File: config.mk
export PLATFORM = sky130hd
export DESIGN_NAME = pc_return_stack
export DESIGN_NICKNAME = d
export VERILOG_FILES = /design/src/rtl/pc_return_stack.sv
export SDC_FILE = /design/constraint.sdc
export NUM_CORES = 1
export LEC_CHECK = 0
export ABC_AREA = 1
export CORE_MARGIN = 10
export CORE_UTILIZATION = 55
export DETAILED_ROUTE_END_ITERATION = 8
export PLACE_DENSITY = 0.8
export SYNTH_ARGS = -nofsm -noshare
export SYNTH_HDL_FRONTEND = slang
export SYNTH_SLANG_ARGS = --single-unit
File: constraint.sdc
create_clock -name clk -period 4.7 [get_ports clk]
set_clock_uncertainty 0.1 [all_clocks]
set_input_delay 1.41 -clock clk [delete_from_list [all_inputs] [get_ports clk]]
set_output_delay 1.41 -clock clk [all_outputs]
set_load 0.005 [all_outputs]
File: src/rtl/pc_return_stack.sv
// Return-address stack paired with the program counter: a bounded LIFO of
// registered entries with full/empty status and one-cycle overflow/underflow pulses.
module pc_return_stack #(
  parameter int WIDTH = 16,
  parameter int DEPTH = 4,
  localparam int AW = $clog2(DEPTH)
) (
  input  logic             clk,
  input  logic             reset,
  input  logic             push,
  input  logic             pop,
  input  logic [WIDTH-1:0] push_addr,
  output logic [WIDTH-1:0] top_addr,
  output logic [AW:0]      count,
  output logic             empty,
  output logic             full,
  output logic             overflow,
  output logic             underflow
);

  localparam logic [AW:0] FULL_CNT = (AW+1)'(DEPTH);
  localparam logic [AW:0] ONE_CNT  = (AW+1)'(1);

  logic [WIDTH-1:0] r_entry [DEPTH];
  logic [AW:0]      r_count;
  logic             r_overflow;
  logic             r_underflow;

  logic [AW-1:0]    w_ptr;
  logic [AW-1:0]    w_top_idx;
  logic             w_empty;
  logic             w_full;

  // Next free slot is the low bits of count; the top is one below it (mod DEPTH).
  assign w_ptr     = r_count[AW-1:0];
  assign w_top_idx = w_ptr - AW'(1);
  assign w_empty   = (r_count == '0);
  assign w_full    = (r_count == FULL_CNT);

  assign top_addr  = w_empty ? '0 : r_entry[w_top_idx];
  assign count     = r_count;
  assign empty     = w_empty;
  assign full      = w_full;
  assign overflow  = r_overflow;
  assign underflow = r_underflow;

  always_ff @(posedge clk) begin
    if (reset) begin
      r_count     <= '0;
      r_overflow  <= 1'b0;
      r_underflow <= 1'b0;
      for (int i = 0; i < DEPTH; i++) r_entry[i] <= '0;
    end else begin
      r_overflow  <= 1'b0;
      r_underflow <= 1'b0;
      case ({push, pop})
        2'b10: begin
          // A full stack rejects the call rather than dropping the oldest entry.
          if (w_full) begin
            r_overflow <= 1'b1;
          end else begin
            r_entry[w_ptr] <= push_addr;
            r_count        <= r_count + ONE_CNT;
          end
        end
        2'b01: begin
          if (w_empty) r_underflow <= 1'b1;
          else         r_count     <= r_count - ONE_CNT;
        end
        2'b11: begin
          // Return-then-call replaces the top; on an empty stack the call still lands.
          if (w_empty) begin
            r_entry[0]  <= push_addr;
            r_count     <= ONE_CNT;
            r_underflow <= 1'b1;
          end else begin
            r_entry[w_top_idx] <= push_addr;
          end
        end
        default: ;
      endcase
    end
  end

endmodule

# Word level (Yosys, flattened, before mapping)
# Memory sizes are Yosys's and may differ from the RTL's.
# Cells that the tools add are included.
# totals
ff_bits,5
latch_bits,0
wordCells,52
mem_bits_rw,64
mem_bits_ro,0
in_bits,20
n_memories,1
# memory_table
name,words,width,rd,rd_clocked_by_memory_dff,write_ports,line,source
r_entry,4,16,1,0,4,24,logic [WIDTH-1:0] r_entry [DEPTH];
# op_classes
n_lt_le_gt_ge,0
muxes,27
n_addsub,3
multipliers,0
n_reduce_logical,8
n_shift,0
eq_ne,7
bitwise,3
n_div,0
# op_table
op,n
16-bit two-way mux,4
16-bit OR reduction,2
1-bit two-way mux,17
3-bit two-way mux,3
3-bit one-hot mux with 3 select lines,1
"2-bit != test, second input constant",3
2-bit OR reduction,3
"2-bit equality test, second input constant",2
2-bit two-way mux,2
4-bit AND reduction,1
"3-bit by 1-bit adder with 3-bit output, second input constant",1
"3-bit equality test, second input constant",1
3-bit logical NOT,1
3-bit nonzero test,1
"3-bit by 1-bit subtractor with 3-bit output, second input constant",1
"2-bit by 1-bit equality test with 1-bit output, second input constant",1
1-bit NOT,2
"2-bit by 1-bit subtractor with 2-bit output, second input constant",1
1-bit bitwise OR,1

# Logic depth before layout (Yosys ltp)
# Gate-level depths: netlist of run 1.
# logic_depth
ltp_word,8
mapped_depth,13
depth_no_buf,10

# Least setup slack after synthesis of run 1
# No wires, ideal clock.
# synth_timing
path_kind,reg2out
startpoint,register r_count[0] (netlist: count[0])
endpoint,output port top_addr[0]
setup_slack_ns,1.246
arrival_ns,1.944
path_stages_with_launch,11
cell_sequence,dfxtp_1 buf_2 inv_1 clkbuf_1 ha_1 buf_2 clkinv_1 buf_2 nor2_1 o21ai_0 a21oi_1
# synth_between
elab_chain_len,3
word_cells_on_any_way,4
cone_classes,add/sub (1); mux (1); reduce/logical (1); memory (1)
# synth_rtl
element,line,source
start: declaration,25,logic [AW:0] r_count;
start signal: assignment,63,r_count <= r_count + ONE_CNT;
start signal: assignment,68,else r_count <= r_count - ONE_CNT;
2-bit by 1-bit subtractor with 2-bit output,36,assign w_top_idx = w_ptr - AW'(1);
memory read 4 x 16 bit,n/a,
16-bit two-way mux *,40,assign top_addr = w_empty ? '0 : r_entry[w_top_idx];
end: declaration,13,"output logic [WIDTH-1:0] top_addr,"
# Mark *: on every way between the ends. The rest lies on a longest branch, timed or not.

# Final worst setup path of run 1
# layout_timing
startpoint,register r_count[1] (netlist: count[1])
endpoint,output port top_addr[4]
# Same word-level chain as after synthesis.

==> key figures, run 1 <==
Global routing
  – Number of global-route vias before repair: 2555
  – Congestion Overflow GR: 0
  – Wire length of the first global-routing pass: 12600 um
  – Maximum number of pins on one net before global-route repair: 37
  – Overall routing resource usage: 16.24%
  – Number of antenna violations at the first check in global routing: 0

Synthesis
  – Net count of the mapped netlist: 372
  – Count of cell types in the netlist: 26
  – Library cell occupying the most area in the post-synthesis netlist: edfxtp_1
  – Post-synth ARST share: 0%
  – Post-synth top cells: nor2_1, edfxtp_1, nand2_1
  – Top post-synthesis cells by area: edfxtp_1, nor2_1, nor2_2
  – Share of the synthesized area in the top cell type: 56.91%
  – Flop and latch count out of synthesis: 69
  – Post-Syn Area per Cell: 9.649 sq um
  – Synth Flop Type: edfxtp_1
  – Yosys Warn Count: 0
  – Library cell with the highest instance count after synthesis: nor2_1
  – Sequential-to-total area share from yosys stat: 59.87%
  – Mapped cell area: 0.003377 sq mm
  – Number of synthesized flops with an enable pin: 64
  – Post-Syn Instances: 350

Timing
  – Final hold vios: 0
  – Final-layout setup total negative slack: 0 ns
  – Maximum clock frequency: 225.8 MHz
  – Tcrit/Tclk final: 94.23%
  – Setup repair after global routing missed its margin: false
  – PnR worst setup slack: 0.2710 ns
  – Worst hold-check slack: 0.4968 ns
  – Min Tclk post-route: 4.429 ns
  – Setup Viol. Count Final: 0
  – Pin slew with the least headroom to its limit: 0.9316 ns
  – Worst slew slack as a fraction of its limit: 37.83%
  – Max-slew violation count: 0

Clocking
  – TritonCTS Buffers: 9
  – Later-pin clock latency in the skew report: 0.34 ns
  – Worst-case clock buffer depth: 2
  – Post-CTS setup buffer count: 0
  – CTS sink cnt: 69
  – Quantity of gates resized following cts: 0
  – Clock tree from TritonCTS: yes
  – Clk root buf: clkbuf_8
  – Count of H-tree levels built during CTS: 3
  – Clock-pin transition on the worst setup and hold timing paths: 0.07 ns
  – Number of hold-repair buffers added at the cts stage: 0

Worst setup path
  – Delay contributed by the slowest stage of the critical path: 0.53 ns
  – Critical path fanouts, max: 18
  – Critical path buffer and inverter count: 4
  – Setup crit start kind: register
  – Required arrival time at the worst endpoint: 3.19 ns
  – CP top delay family: buffers and inverters
  – Arrival time at the worst endpoint: 2.92 ns
  – Capturing element type of the critical path: primary output
  – Slowest stage cell, crit path: clkdlybuf4s50_1
  – Sequence of cells on the critical path: inv_1 > ha_1 > buf_4 > clkinv_1 > nor2_1 > o21ai_0 > a21oi_1 > clkdlybuf4s50_1
  – Worst setup path class: register to primary output

Detailed routing
  – Via density per instance: 5.274
  – Mean routed wirelength per cell: 16.54 um
  – Number of iterations in the first detailed-routing pass: 4
  – DRC violation count after routing: 0
  – Routed wire length: 7791 um
  – Final antenna-violating net count: 0
  – First DRT Iteration DRCs: 189
  – Count of vias placed by the detailed router: 2484

Place
  – Port Buffers: 42
  – DPL Wire Length: 4864 um
  – Worst slack at placement: 0.6255 ns
  – Post-Place Cells: 455
  – Weighted congestion reported at the end of routability-driven placement: 0.8710

Floorplan
  – Core Footprint: 0.005956 sq mm
  – Width of the chip: 98.36 um
  – Number of rows created at floorplan: 28
  – Die Y: 98.36 um
  – Number of primary I/O pins: 43
  – Area enclosed by the die boundary: 0.009675 sq mm
  – Effective utilization at floorplan: 56.70%

Pwr
  – Power per standard cell area: 485.4 mW/mm^2
  – Maximum vdd drop: 0.3310 mV
  – Static leakage power: 1.617 nW

Final layout
  – Growth of design area from synthesis to finish: 19.45%
  – Share of post-route cells with drive strength above 1: 17.42%
  – Count of antenna diodes in the layout: 0
  – Fin nets: 413
  – Number of non-filler instances in the completed layout: 471

Min path
  – Class of the worst hold path: register to register

Job
  – Count of maximum capacitance violations: 0

Run status
  – Outcome: completed
routing by layer:
metal	up-vias	GRT usage (%)	share of wire [%]
li1	1215	-	-
met1	1189	17.98	41
met2	69	29.15	52
met3	11	4.087	5.7
met4	0	6.064	1.6
met5	-	0	0
cells in the final DEF, fill, tap and decap left out, drive strengths merged:
| cell type | synthesis | layout |
|---|---|---|
| fa | 1 | 1 |
| inv | 28 | 28 |
| ha | 1 | 1 |
| nor2 | 126 | 126 |
| or2 | 1 | 1 |
| a21oi | 17 | 17 |
| clkdlybuf4s50 | 0 | 42 |
| clkinvlp | 0 | 2 |
| nor3 | 1 | 1 |
| edfxtp | 64 | 64 |
| buf | 12 | 5 |
| bufinv | 0 | 2 |
| xor2 | 1 | 1 |
| xnor2 | 1 | 1 |
| nand3 | 7 | 7 |
| o21ai | 33 | 33 |
| clkbuf | 5 | 9 |
| nand2 | 45 | 45 |
| clkinv | 2 | 5 |
| dfxtp | 5 | 5 |
cells by family after synthesis:
logic type      count (synthesis)  share of synthesized area, %
compound gates                 50                         7.410
xor+xnor                        2                        0.5188
fa+ha+maj                       2                        0.9633
buf+inv                        47                         6.558
flops                          69                         59.87
simple gates                  180                         24.68
per-stage QoR:
step | instance area, sq um | total power [W] | utilization [%]
after floorplan | 3377 | 0.001165 | -
after global placement | 3820 | 0.001428 | 64.14
after detailed placement | 3820 | 0.001448 | 64.14
after CTS | 4034 | 0.001968 | 67.73
after global routing | 4034 | 0.002071 | 67.73
final | 4034 | 0.001958 | 67.73
final cells by class:
type                    instances  area (sq um)
well taps                      75         93.84
fillers                       487          1922
clock buffers                   9         123.9
inverters                      30         112.6
repair buffers                 47         457.9
flip-flops and latches         69          2022
clock inverters                 7         90.09
multi-input cells             234          1134
worst reg2reg max path: cells and delay by family, from the launching register on:
family | cells | cell delay (ns)
buffers and inverters | 3 | 0.84
adders and majority gates | 1 | 0.28
DFF | 1 | 0.36
and+or+nand+nor | 4 | 1.22
state kept, by name (all words and copies together), names as in the netlist:
| register | cells |
|---|---|
| underflow | 1 |
| count | 3 |
| r_entry | 64 |
| overflow | 1 |
report_power, final:
group          leakage [nW]  internal [W]  total, W  switching (W)
Combinational         0.803      0.000270  0.000655       0.000384
Clock                 0.105      0.000296  0.000526       0.000230
Sequential            0.709      0.000754  0.000778      0.0000237
final timing paths:
path / from / to / slack [ns] / cells after the start
setup reg to reg: count[1]$_SDFFE_PP0P_ / r_entry[2][2]$_SDFFCE_PN0P_ / 1.46 / 8
hold / removal: count[2]$_SDFFE_PP0P_ / overflow$_SDFF_PP0_ / 0.50 / 2
hold reg to reg: count[2]$_SDFFE_PP0P_ / overflow$_SDFF_PP0_ / 0.50 / 2
setup / recovery: count[1]$_SDFFE_PP0P_ / top_addr[4] / 0.27 / 8
No activity file was read; power rests on OpenSTA's default activity.
==> inputs of run 2 (changes only) <==
--- a/config.mk
+++ b/config.mk
@@ -10,6 +10,7 @@
 export CORE_UTILIZATION = 55
 export DETAILED_ROUTE_END_ITERATION = 8
 export PLACE_DENSITY = 0.8
+export RECOVER_POWER = 100
 export SYNTH_ARGS = -nofsm -noshare
 export SYNTH_HDL_FRONTEND = slang
 export SYNTH_SLANG_ARGS = --single-unit
==> key figures, run 2 (synthesis gave the netlist of run 1 again) <==
Worst setup path
  – Start point of the critical path: push
  – Required arrival time at the worst endpoint: 4.49 ns
  – Reg-to-Reg Start: count[1]$_SDFFE_PP0P_
  – Arrival time at the worst endpoint: 4.24 ns
  – Capturing element type of the critical path: register
  – R2R setup slack: 0.88 ns
  – Worst setup path class: input port to register
  – Critical path fanouts, max: 17
  – Setup crit start kind: input port

Clocking
  – Post-CTS setup buffer count: 0
  – Clock-pin transition on the worst setup and hold timing paths: 0.07 ns
  – Clk root buf: clkbuf_8
  – Later-pin clock latency in the skew report: 0.35 ns
  – Clock tree from TritonCTS: yes
  – CTS sink cnt: 69
  – Count of H-tree levels built during CTS: 3
  – Quantity of gates resized following cts: 0
  – TritonCTS Buffers: 9
  – Number of hold-repair buffers added at the cts stage: 0
  – Worst-case clock buffer depth: 2

Global routing
  – Global Route met3 Usage: 4.087%
  – Met1 track demand over resource: 17.98%
  – Layer with the highest usage after global routing: met2
  – Wire length of the first global-routing pass: 12600 um
  – Maximum number of pins on one net before global-route repair: 37
  – Congestion Overflow GR: 0
  – Number of antenna violations at the first check in global routing: 0
  – Number of global-route vias before repair: 2555
  – Overall routing resource usage: 16.24%
  – Met2 usage in global routing: 29.15%

Timing
  – Min Tclk post-route: 4.444 ns
  – Setup Viol. Count Final: 0
  – Max-slew violation count: 0
  – Setup repair after global routing missed its margin: false
  – Worst slew slack as a fraction of its limit: 38.75%
  – Maximum clock frequency: 225.0 MHz
  – Pin slew with the least headroom to its limit: 0.9177 ns
  – Final-layout setup total negative slack: 0 ns
  – Tcrit/Tclk final: 94.56%
  – Final hold vios: 0

Detailed routing
  – Via density per instance: 5.257
  – Number of iterations in the first detailed-routing pass: 4
  – Final antenna-violating net count: 0
  – Routed wire length: 7818 um
  – First DRT Iteration DRCs: 202
  – Count of vias placed by the detailed router: 2476
  – DRC violation count after routing: 0
  – Mean routed wirelength per cell: 16.60 um

Final layout
  – Share of post-route cells with drive strength above 1: 14.39%
  – Highest-count cells in the layout ignoring fill and taps: nor2_1, edfxtp_1, nand2_1
  – Count of antenna diodes in the layout: 0
  – Fin nets: 413
  – Filler cell count in the final layout: 501
  – Largest reg by FF count: r_entry
  – Growth of design area from synthesis to finish: 18.12%
  – Most frequent standard cell in the layout excluding fill and tap cells: nor2_1
  – Max reg flops: 64

Min path
  – Class of the worst hold path: register to register
  – Hold path startpoint: count[2]$_SDFFE_PP0P_

Floorplan
  – Area enclosed by the die boundary: 0.009675 sq mm
  – Width of the chip: 98.36 um
  – Effective utilization at floorplan: 56.70%
  – Number of primary I/O pins: 43
  – Number of rows created at floorplan: 28
  – Die Y: 98.36 um
  – Core Footprint: 0.005956 sq mm

Job
  – Count of maximum capacitance violations: 0

Place
  – Weighted congestion reported at the end of routability-driven placement: 0.8710
  – Port Buffers: 42
  – DPL Wire Length: 4864 um

Pwr
  – Maximum vdd drop: 0.3226 mV
  – Power per standard cell area: 485.8 mW/mm^2
  – Total power: 0.001938 W
  – Static leakage power: 1.617 nW

Run status
  – Outcome: completed
run 2: cell type report:
cell class / instances / area, sq um / area share (%)
sequential: 69 / 2022 / 50.69
clock buffer: 9 / 123.9 / 3.105
multi-input combinational: 234 / 1096 / 27.48
clock inverter: 7 / 90.09 / 2.258
tap: 75 / 93.84 / 2.353
timing repair buffer: 47 / 450.4 / 11.29
inverter: 30 / 112.6 / 2.823
run 2: worst paths after layout:
| check | to | cells after the start |
|---|---|---|
| worst max register to register | r_entry[2][6]$_SDFFCE_PN0P_ | 8 |
| worst min-delay path | overflow$_SDFF_PP0_ | 2 |
| worst min register to register | overflow$_SDFF_PP0_ | 2 |
| worst max-delay path | r_entry[2][6]$_SDFFCE_PN0P_ | 9 |
run 2: stage by stage:
stage	hold WS, ns	instances	worst slack [ns]	util [%]	instance area [sq um]
CTS	0.5046	471	0.2327	67.73	4034
detailed placement	0.4934	455	0.6255	64.14	3820
global route	0.5316	471	0.01818	66.97	3989
finish	0.4954	471	0.2555	66.97	3989
global placement	0.4832	455	0.7449	64.14	3820
floorplan	0.4789	350	1.246	-	3377
run 2: routing by layer:
metal  vias up  part of all wire (%)
li1       1213                     -
met1      1177                    39
met2        80                    53
met3         6                   7.5
met4         0                   1.0
met5         -                     0
run 2: worst max-delay path, stage by stage:
cell and delay [ns]:
dlygate4sd3_1 0.60, nand2_1 0.20, inv_1 0.10, nand3_1 0.16
clkinv_1 0.13, nand2_1 0.09, nand2_1 0.11, nand2_1 0.68
nand2_1 0.75
run 2: power by group:
group	internal (W)	switching, W	total [W]
Combinational	0.000254	0.000377	0.000631
Sequential	0.000755	0.0000237	0.000778
Clock	0.000296	0.000233	0.000528
==> inputs of run 3 (changes only) <==
--- a/config.mk
+++ b/config.mk
@@ -6,11 +6,13 @@
 export NUM_CORES = 1
 export LEC_CHECK = 0
 export ABC_AREA = 1
+export CORE_ASPECT_RATIO = 0.5
 export CORE_MARGIN = 10
 export CORE_UTILIZATION = 55
 export DETAILED_ROUTE_END_ITERATION = 8
 export PLACE_DENSITY = 0.8
 export RECOVER_POWER = 100
+export SLEW_MARGIN = 20
 export SYNTH_ARGS = -nofsm -noshare
 export SYNTH_HDL_FRONTEND = slang
 export SYNTH_SLANG_ARGS = --single-unit
==> constraint.sdc (replaced) <==
create_clock -name clk -period 4.3 [get_ports clk]
set_clock_uncertainty 0.1 [all_clocks]
set_input_delay 1.29 -clock clk [delete_from_list [all_inputs] [get_ports clk]]
set_output_delay 1.29 -clock clk [all_outputs]
set_load 0.005 [all_outputs]
==> key figures, run 3 (synthesis gave the netlist of run 1 again) <==
Floorplan
  – Number of rows created at floorplan: 20
  – Number of primary I/O pins: 43
  – Die Y: 75.41 um
  – Area enclosed by the die boundary: 0.009864 sq mm
  – Core Footprint: 0.006006 sq mm
  – Width of the chip: 130.8 um
  – Effective utilization at floorplan: 56.23%

Worst setup path
  – Required arrival time at the worst endpoint: 2.91 ns
  – R2R setup slack: 1.04 ns
  – Critical path fanouts, max: 17
  – Slowest stage cell, crit path: dlygate4sd3_1
  – Capturing element type of the critical path: primary output
  – CP top delay family: buffers and inverters
  – Critical path buffer and inverter count: 3
  – Arrival time at the worst endpoint: 2.66 ns
  – Delay contributed by the slowest stage of the critical path: 0.59 ns
  – Setup crit start kind: register
  – Worst setup path class: register to primary output
  – Sequence of cells on the critical path: inv_1 > ha_1 > clkinv_1 > nor2_1 > o21ai_0 > a21oi_1 > dlygate4sd3_1
  – Reg-to-Reg Start: count[1]$_SDFFE_PP0P_
  – Logic depth of the worst register-to-register path: 7
  – Endpoint of the lowest-slack register-to-register path: r_entry[2][10]$_SDFFCE_PN0P_

Detailed routing
  – Mean routed wirelength per cell: 16.30 um
  – First DRT Iteration DRCs: 205
  – Number of iterations in the first detailed-routing pass: 5
  – Routed wire length: 7679 um
  – Count of vias placed by the detailed router: 2518
  – Final antenna-violating net count: 0
  – DRC violation count after routing: 0
  – Via density per instance: 5.346

Job
  – Count of maximum capacitance violations: 0

Clocking
  – Worst-case clock buffer depth: 2
  – Clock tree from TritonCTS: yes
  – Post-CTS setup buffer count: 0
  – Quantity of gates resized following cts: 0
  – Count of H-tree levels built during CTS: 3
  – CTS sink cnt: 69
  – Clock-pin transition on the worst setup and hold timing paths: 0.05 ns
  – Later-pin clock latency in the skew report: 0.33 ns
  – Clk root buf: clkbuf_16
  – TritonCTS Buffers: 9
  – Number of hold-repair buffers added at the cts stage: 0

Final layout
  – Most frequent standard cell in the layout excluding fill and tap cells: nor2_1
  – Highest-count cells in the layout ignoring fill and taps: nor2_1, edfxtp_1, nand2_1
  – Largest reg by FF count: r_entry
  – Share of post-route cells with drive strength above 1: 13.71%
  – Count of antenna diodes in the layout: 0
  – Fin nets: 413
  – Growth of design area from synthesis to finish: 19.08%
  – Max reg flops: 64

Place
  – Port Buffers: 42
  – DPL Wire Length: 4881 um
  – Weighted congestion reported at the end of routability-driven placement: 0.9096

Timing
  – Worst slew slack as a fraction of its limit: 29.55%
  – Pin slew with the least headroom to its limit: 1.057 ns
  – Setup Viol. Count Final: 0
  – Min Tclk post-route: 4.054 ns
  – Tcrit/Tclk final: 94.27%
  – Final hold vios: 0
  – Maximum clock frequency: 246.7 MHz
  – Setup repair after global routing missed its margin: false
  – Max-slew violation count: 0
  – Final-layout setup total negative slack: 0 ns
  – Worst hold-check slack: 0.4844 ns

Global routing
  – Maximum number of pins on one net before global-route repair: 37
  – Overall routing resource usage: 16.28%
  – Wire length of the first global-routing pass: 12200 um
  – Number of antenna violations at the first check in global routing: 0
  – Congestion Overflow GR: 0
  – Number of global-route vias before repair: 2499

Pwr
  – Static leakage power: 1.646 nW
  – Maximum vdd drop: 0.2655 mV
  – Power per standard cell area: 539.1 mW/mm^2

Min path
  – Hold path startpoint: count[2]$_SDFFE_PP0P_
  – End of the worst hold path: overflow$_SDFF_PP0_
  – Class of the worst hold path: register to register
  – Worst hold path stage count: 2

Run status
  – Outcome: completed
[run 3: worst reg2reg max path: stages (launching register included)]
cell and delay [ns]:
dfxtp_1 0.35, inv_1 0.10, ha_1 0.30, clkinv_1 0.50, nand2_1 0.23, nand2_1 0.07
nand2_1 0.56, nand2_1 0.63
[run 3: per-stage QoR]
stage	utilization [%]	instance area, sq um	setup WS [ns]	power, W	instances
floorplan	-	3377	0.9663	0.001273	350
global placement	63.65	3822	0.5468	0.001560	457
detailed placement	63.65	3822	0.4855	0.001579	457
CTS	67.77	4070	0.2365	0.002209	471
global route	66.96	4021	0.05827	0.002281	471
finish	66.96	4021	0.2464	0.002168	471
[run 3: cell type report]
type / instances / area [sq um]
clock buffers: 11 / 232.7
clock inverters: 3 / 15.01
fillers: 481 / 1984
inverters: 30 / 112.6
multi-input cells: 234 / 1091
flip-flops and latches: 69 / 2022
well taps: 77 / 96.34
repair buffers: 47 / 451.7
[run 3: worst max-delay path by stage]
| stage | start | endpoint | slack, ns | cells past startpoint |
|---|---|---|---|---|
| 2_1_floorplan | count[0]$_SDFFE_PP0P_ | top_addr[0] | 0.97 | 10 |
| 3_5_place_dp | push | r_entry[1][3]$_SDFFCE_PN0P_ | 0.49 | 9 |
| 4_1_cts | count[1]$_SDFFE_PP0P_ | top_addr[14] | 0.24 | 7 |
| 6_report | count[1]$_SDFFE_PP0P_ | top_addr[11] | 0.25 | 7 |
| 3_3_place_gp | push | r_entry[1][8]$_SDFFCE_PN0P_ | 0.55 | 9 |
| 5_1_grt | count[1]$_SDFFE_PP0P_ | top_addr[14] | 0.06 | 7 |
[run 3: where the power goes]
part	switching, W	leakage, nW	internal [W]
clock network	0.000252	0.125	0.000380
registers	0.0000264	0.709	0.000827
logic	0.000406	0.813	0.000276
[run 3: metal layers]
layer / part of all wire [%] / GRT usage, %
met1: 42 / 18.96
met3: 8.8 / 6.042
met5: 0 / 0
met2: 47 / 26.57
met4: 1.6 / 7.834
